<file path="src/rtl/ldpc_pkg.sv">
// Shared constants, record type and sign-magnitude helpers for the LDPC check-to-variable path.
// The optional offset-min-sum correction is enabled with LDPC_C2V_OFFSET_EN.
package ldpc_pkg;

   localparam int LLR_WIDTH  = 8;
   localparam int ROW_WEIGHT = 24;
   localparam int ROW_NUM    = 4;
   localparam int IDX_WIDTH  = 5;
   localparam int FIFO_DEPTH = 2;
   localparam int OFFSET     = 1;
   localparam int MAG_WIDTH  = LLR_WIDTH - 1;
   localparam int ROW_BITS   = $clog2(ROW_NUM);

   typedef logic [MAG_WIDTH-1:0] mag_t;

   typedef struct packed {
      mag_t                  min;
      mag_t                  submin;
      logic [IDX_WIDTH-1:0]  min_idx;
      logic [ROW_WEIGHT-1:0] signs;
   } c2v_rec_t;

   typedef enum logic {
      IDLE = 1'b0,
      EMIT = 1'b1
   } c2v_state_t;

   function automatic logic [LLR_WIDTH-1:0] sm_pack(input logic sign, input mag_t mag);
      return {sign, mag};
   endfunction

   function automatic logic sm_sign(input logic [LLR_WIDTH-1:0] llr);
      return llr[LLR_WIDTH-1];
   endfunction

   function automatic mag_t sm_mag(input logic [LLR_WIDTH-1:0] llr);
      return llr[LLR_WIDTH-2:0];
   endfunction

endpackage

</file>
<file path="src/rtl/ldpc_c2v_fifo.sv">
// Small record buffer between the check node unit and the serial c2v generator.
// Depth must be a power of two so the pointers wrap naturally.
module ldpc_c2v_fifo
   import ldpc_pkg::*;
#(
   parameter int DEPTH = FIFO_DEPTH
) (
   input  logic     clk,
   input  logic     rst_n,
   input  logic     push,
   input  c2v_rec_t push_data,
   input  logic     pop,
   output c2v_rec_t pop_data,
   output logic     full,
   output logic     empty
);

   localparam int PTR_W = (DEPTH > 1) ? $clog2(DEPTH) : 1;
   localparam int CNT_W = $clog2(DEPTH + 1);

   logic [PTR_W-1:0] wr_ptr;
   logic [PTR_W-1:0] rd_ptr;
   logic [CNT_W-1:0] count;
   c2v_rec_t         mem [DEPTH];
   logic             do_push;
   logic             do_pop;

   assign do_push  = push && !full;
   assign do_pop   = pop && !empty;
   assign full     = (count == CNT_W'(DEPTH));
   assign empty    = (count == '0);
   assign pop_data = mem[rd_ptr];

   always_ff @(posedge clk or negedge rst_n) begin
      if (!rst_n) begin
         wr_ptr <= '0;
         rd_ptr <= '0;
         count  <= '0;
      end else begin
         if (do_push) wr_ptr <= wr_ptr + 1'b1;
         if (do_pop)  rd_ptr <= rd_ptr + 1'b1;
         case ({do_push, do_pop})
            2'b10:   count <= count + 1'b1;
            2'b01:   count <= count - 1'b1;
            default: count <= count;
         endcase
      end
   end

   // Storage needs no reset: a slot is only read after it has been written.
   always_ff @(posedge clk) begin
      if (do_push) mem[wr_ptr] <= push_data;
   end

endmodule

</file>
<file path="src/rtl/ldpc_c2v_gen.sv">
// Expands compressed check-row records into ROW_WEIGHT serial check-to-variable LLRs.
// Define LDPC_C2V_OFFSET_EN to apply offset-min-sum correction to each magnitude.
module ldpc_c2v_gen
   import ldpc_pkg::*;
(
   input  logic                  clk,
   input  logic                  rst_n,
   input  logic                  in_valid,
   output logic                  in_ready,
   input  logic [MAG_WIDTH-1:0]  in_min,
   input  logic [MAG_WIDTH-1:0]  in_submin,
   input  logic [IDX_WIDTH-1:0]  in_min_idx,
   input  logic [ROW_WEIGHT-1:0] in_signs,
   output logic                  out_valid,
   input  logic                  out_ready,
   output logic [LLR_WIDTH-1:0]  out_llr,
   output logic [IDX_WIDTH-1:0]  out_col,
   output logic [ROW_BITS-1:0]   out_row,
   output logic                  out_last
);

   c2v_state_t           state;
   c2v_state_t           state_next;
   c2v_rec_t             work;
   c2v_rec_t             push_rec;
   c2v_rec_t             fifo_head;
   logic [IDX_WIDTH-1:0] col;
   logic [IDX_WIDTH-1:0] col_next;
   logic [ROW_BITS-1:0]  row;
   logic [ROW_BITS-1:0]  row_next;
   logic                 fifo_full;
   logic                 fifo_empty;
   logic                 fifo_pop;
   logic                 load;
   logic                 last_col;
   logic                 emitting;
   mag_t                 mag;
   mag_t                 mag_out;
   logic                 sign;
   logic                 sign_out;

   assign push_rec = '{min: in_min, submin: in_submin, min_idx: in_min_idx, signs: in_signs};
   assign in_ready = !fifo_full;

   ldpc_c2v_fifo #(.DEPTH(FIFO_DEPTH)) u_fifo (
      .clk       (clk),
      .rst_n     (rst_n),
      .push      (in_valid),
      .push_data (push_rec),
      .pop       (fifo_pop),
      .pop_data  (fifo_head),
      .full      (fifo_full),
      .empty     (fifo_empty)
   );

   assign emitting = (state == EMIT);
   assign last_col = (col == IDX_WIDTH'(ROW_WEIGHT - 1));

   // On the final beat of a row the next record is fetched in the same cycle so rows abut.
   always_comb begin
      state_next = state;
      col_next   = col;
      row_next   = row;
      fifo_pop   = 1'b0;
      load       = 1'b0;
      case (state)
         IDLE: begin
            if (!fifo_empty) begin
               fifo_pop   = 1'b1;
               load       = 1'b1;
               col_next   = '0;
               state_next = EMIT;
            end
         end
         EMIT: begin
            if (out_ready) begin
               if (last_col) begin
                  col_next = '0;
                  row_next = (row == ROW_BITS'(ROW_NUM - 1)) ? '0 : row + 1'b1;
                  if (!fifo_empty) begin
                     fifo_pop = 1'b1;
                     load     = 1'b1;
                  end else begin
                     state_next = IDLE;
                  end
               end else begin
                  col_next = col + 1'b1;
               end
            end
         end
         default: state_next = IDLE;
      endcase
   end

   always_ff @(posedge clk or negedge rst_n) begin
      if (!rst_n) begin
         state <= IDLE;
         col   <= '0;
         row   <= '0;
         work  <= '0;
      end else begin
         state <= state_next;
         col   <= col_next;
         row   <= row_next;
         if (load) work <= fifo_head;
      end
   end

   // An out-of-range min_idx never matches a column, so every column then gets min.
   always_comb begin
      mag  = (col == work.min_idx) ? work.submin : work.min;
      sign = (^work.signs) ^ work.signs[col];
`ifdef LDPC_C2V_OFFSET_EN
      mag_out = (mag > MAG_WIDTH'(OFFSET)) ? mag - MAG_WIDTH'(OFFSET) : '0;
`else
      mag_out = mag;
`endif
      sign_out = (mag_out == '0) ? 1'b0 : sign;
   end

   assign out_valid = emitting;
   assign out_llr   = emitting ? sm_pack(sign_out, mag_out) : '0;
   assign out_col   = emitting ? col : '0;
   assign out_last  = emitting && last_col;
   assign out_row   = row;

endmodule

</file>
<file path="config.mk">
export PLATFORM = sky130hd
export DESIGN_NAME = ldpc_c2v_gen
export DESIGN_NICKNAME = d
export VERILOG_FILES = /design/src/rtl/ldpc_pkg.sv /design/src/rtl/ldpc_c2v_fifo.sv /design/src/rtl/ldpc_c2v_gen.sv
export SDC_FILE = /design/constraint.sdc
export NUM_CORES = 1
export LEC_CHECK = 0
export CORE_MARGIN = 4
export CORE_UTILIZATION = 40
export CTS_CLUSTER_SIZE = 16
export DETAILED_ROUTE_END_ITERATION = 12
export PLACE_DENSITY = 0.71
export RECOVER_POWER = 25
export SETUP_SLACK_MARGIN = 0.2
export SYNTH_ARGS = -nofsm -noshare
export SYNTH_HDL_FRONTEND = slang
export SYNTH_SLANG_ARGS = --single-unit
</file>
<file path="constraint.sdc">
create_clock -name clk -period 3.2 [get_ports clk]
set_input_delay 0.64 -clock clk [delete_from_list [all_inputs] [get_ports clk]]
set_output_delay 0.64 -clock clk [all_outputs]
set_load 0.05 [all_outputs]
</file>
==> results.toml, run 1 <==
[outcome]
result_of_the_run = "completed"

[power_and_ir_drop]
ir_drop_uv = 820
combinationalPowerShare_pct = 34.2
leakagePower_nw = 2.94
share_clk_of_total_power_pct = 28.3
sw_frac_of_total_pct = 32.1
cellPowerDensity_nw_per_um2 = 969
power_frac_seq_pct = 37.5
net_switching_power_mw = 2.31
intPower_mw = 4.88

[synthesis]
syn-cell-area_um2 = 5870
synth_largest_area_cell = "sky130_fd_sc_hd__edfxtp_1"
yosys_warnings = 0
synth_enable_flop_cells = 86
post_synth_main_area_contributors = "sky130_fd_sc_hd__edfxtp_1 44%, sky130_fd_sc_hd__dfrtp_1 23%, sky130_fd_sc_hd__mux2i_1 9.6%"
yosys_register_bits = 141
synth_top_cell_area_share_pct = 44.0
syn_avg_cell_area_um2 = 14.2
dominantRegCellSynth = "sky130_fd_sc_hd__edfxtp_1"
synthArstFlopShare_pct = 39.0
syn-instance-count = 413
seq_area_frac_synth_pct = 67.5
mapped_nets = 463
synth.distinct_cells = 36

[critical_path]
worst-r2r-setup-slack_ps = 990
cpMaxStageDelayCell = "sky130_fd_sc_hd__xnor3_2"
worst_r2r_startpoint = "col[1]$_DFFE_PN0P_"
critical_path_class = "reg -> out"
critical_path_arrival_ps = 2490
crit_path_cell_trace = "xnor2_2, xnor2_1, xnor2_1, xnor3_2, xnor2_2, nor4b_4, buf_12"
reg2regPathDepth = 9
cp-startpoint = "work[21]$_DFFE_PN0P_"
timing.critical_path.to_type = "output pin"
critPathMaxFanout = 3
critical_path_required_ps = 2560
worst_setup_path_start_kind = "flip-flop"
worst_path_largest_cell_delay_ps = 480

[floorplan]
floorplan.initialDensity_pct = 41.6
die_h_um = 129
overall_die_area_um2 = 16700
design.core.area_um2 = 14100
top_level_ports = 65
core.rowCount = 43
die_width_um = 129

[timing]
fin_worst_hold_slack_ps = 417
setup_viol_count_final = 0
finClkSkew_ps = 5.87
layout_worst_path_cycle_share_pct = 98.0
finalHoldViolCount = 0
worstMarginPinSlew_ps = 1110
post-route-worst-setup-slack_ps = 65.4
unrepaired_setup_endpoints_after_global_routing = "yes"
slew_violations = 0
timing.max_slew.rel_slack_pct = 26.1
finalCriticalPeriod_ps = 3130
totalNegativeSetupSlack_ps = 0
maxClockFrequency_mhz = 319

[drt]
drt_iter0_drc = 189
routedWlPerCell_um = 16.1
route.detailed.drc = 0
detail_route.wirelength_um = 11000
drt-pass1-iter-count = 4
drt-vias-per-instance = 5.01
antenna_violating_nets_post_route = 0
routed-via-count = 3419

[clocking]
clk_pin_slew_ps = 60
cts.sinks = 141
clk_path_buf_depth = 2
h_tree_depth = 4
cts_tree = "done"
cts-root-buf = "sky130_fd_sc_hd__clkbuf_16"
later_pin_clock_latency_in_the_skew_report_ps = 410
cts_made_buffers = 17

[run]
max_cap_viol_count = 0

[finish]
finalNetCount = 540
area_delta_synth_final_pct = 26.6
antenna-diode-count = 0
fillCellCount = 1189
fin_area_um2 = 7420
share_of_cells_above_drive_strength_1_pct = 15.1

[global_route]
grt_use_total_pct = 14.0
vias_in_the_first_global_route = 3606
grt_start_max_net_pins = 44
globalRoute.totalOverflow = 0
antenna_found_initial = 0
first_pass_grt_wire_length_um = 18000

[placed_design]
placed_cell_area_um2 = 6720
number_of_i_o_port_buffers = 64
dp_worst_setup_slack_ps = 293
detailed_placement_hpwl_um = 7300
gpl.final_weighted_congestion = 0.806

[min_path]
hold_class = "in -> async"
final timing paths:
check / endpoint
setup / recovery: out_llr[7]
hold / removal: work[40]$_DFFE_PN0P_
setup reg to reg: work[14]$_DFFE_PN0P_
hold reg to reg: u_fifo.count[1]$_DFFE_PN0P_
max in group asynchronous: work[13]$_DFFE_PN0P_
min in group clk: u_fifo.count[1]$_DFFE_PN0P_
power by group through the flow:
stage	clock network, mW	logic, mW	registers [mW]
finish	2.03	2.46	2.70
global route	2.15	2.61	2.76
CTS	2.07	2.51	2.70
detailed placement	0	2.35	2.74
global placement	0	2.31	2.72
floorplan	0	1.59	2.61
registers in the layout (all words and copies together), names as in the netlist:
| name | flops |
|---|---|
| u_fifo.wr_ptr | 1 |
| u_fifo.rd_ptr | 1 |
| u_fifo.count | 2 |
| out_row | 2 |
| out_valid | 1 |
| work | 43 |
| col | 5 |
| u_fifo.mem | 86 |
cell usage after synthesis, types with 6 or more instances:
master / n
sky130_fd_sc_hd__xor2_1: 7
sky130_fd_sc_hd__nand2_1: 10
sky130_fd_sc_hd__dfrtp_1: 55
sky130_fd_sc_hd__mux2i_1: 56
sky130_fd_sc_hd__and2_1: 6
sky130_fd_sc_hd__buf_2: 7
sky130_fd_sc_hd__edfxtp_1: 86
sky130_fd_sc_hd__a21oi_1: 45
sky130_fd_sc_hd__nor2b_1: 10
sky130_fd_sc_hd__xnor2_1: 25
sky130_fd_sc_hd__nor2_1: 49
sky130_fd_sc_hd__clkbuf_1: 9
metrics by stage:
step / util, % / instances / power, mW
floorplan: - / 413 / 4.21
global placement: 47.7 / 646 / 5.03
finish: 52.7 / 683 / 7.19
global route: 52.7 / 683 / 7.52
CTS: 52.4 / 682 / 7.28
detailed placement: 47.7 / 646 / 5.08
cell type report:
| class | count | area, µm² | share of cell area [%] |
|---|---|---|---|
| timing repair buffer | 79 | 746 | 10.0 |
| clock inverter | 11 | 169 | 2.28 |
| multi-input combinational | 250 | 1870 | 25.1 |
| tap | 180 | 225 | 3.03 |
| sequential | 141 | 3960 | 53.4 |
| clock buffer | 21 | 450 | 6.07 |
| inverter | 1 | 3.75 | 0.0506 |
kinds of logic (layout without fill, tap and decap cells):
group	count (synthesis)	after routing	share of synthesized area [%]
DFF	141	141	67.5
and+or+nand+nor	95	95	7.70
muxes	63	63	11.7
AOI/OAI and AO/OA	56	56	5.27
xor gates and xnor gates	33	33	5.18
buffers and inverters	22	112	2.00
adders and majority gates	3	3	0.640
cells in the final DEF (no fill, tap or decap), types with 2 or more instances in the layout:
cell	count
sky130_fd_sc_hd__edfxtp_1	86
sky130_fd_sc_hd__o21ai_0	4
sky130_fd_sc_hd__mux2i_1	56
sky130_fd_sc_hd__mux2_2	3
sky130_fd_sc_hd__nand2_1	10
sky130_fd_sc_hd__a21oi_1	45
sky130_fd_sc_hd__xnor2_1	19
sky130_fd_sc_hd__nor2b_1	10
sky130_fd_sc_hd__nand3_1	4
sky130_fd_sc_hd__and2_1	6
sky130_fd_sc_hd__dlygate4sd3_1	21
sky130_fd_sc_hd__nor4_1	2
sky130_fd_sc_hd__clkinv_2	3
sky130_fd_sc_hd__clkdlybuf4s50_1	33
sky130_fd_sc_hd__and3_1	3
sky130_fd_sc_hd__dfrtp_2	4
sky130_fd_sc_hd__mux4_2	3
sky130_fd_sc_hd__clkbuf_16	17
sky130_fd_sc_hd__xor2_1	7
sky130_fd_sc_hd__bufinv_16	4
sky130_fd_sc_hd__buf_4	21
sky130_fd_sc_hd__clkbuf_1	5
sky130_fd_sc_hd__dfrtp_1	51
sky130_fd_sc_hd__ha_1	3
sky130_fd_sc_hd__nor3_1	4
sky130_fd_sc_hd__buf_12	2
sky130_fd_sc_hd__nand3b_1	2
sky130_fd_sc_hd__clkinv_4	3
sky130_fd_sc_hd__xnor2_2	6
sky130_fd_sc_hd__nor2_1	48
what timing repair did:
item / in CTS / in global routing
resized for setup: 5 / 5
pin swaps: 5 / 6
hold endpoints to repair: 0 / 0
setup buffers: 4 / 1
setup endpoints to repair: 1 / 4
hold buffers: 0 / 0
metal layers:
layer  vias up  global-route usage [%]  wire length [µm]
met5         -                       0                 0
met4         0                    5.68               212
met3        16                    3.83               355
li1       1656                       -                 -
met2        68                    22.2              5490
met1      1679                    18.3              4960
worst max-delay path: cells and delay by family, from the launching register on:
kind                   cells  cell delay, ps
XOR/XNOR                   5            1210
flip-flops                 1             420
AND/OR/NAND/NOR            1             280
buffers and inverters      1             180
(Power assumes the default switching activity.)
==> run 2, diff against run 1 <==
Settings changed: HOLD_SLACK_MARGIN set to 0.1.
==> results of run 2 <==
The final DEF is identical to that of run 1; final timing and power are the same.
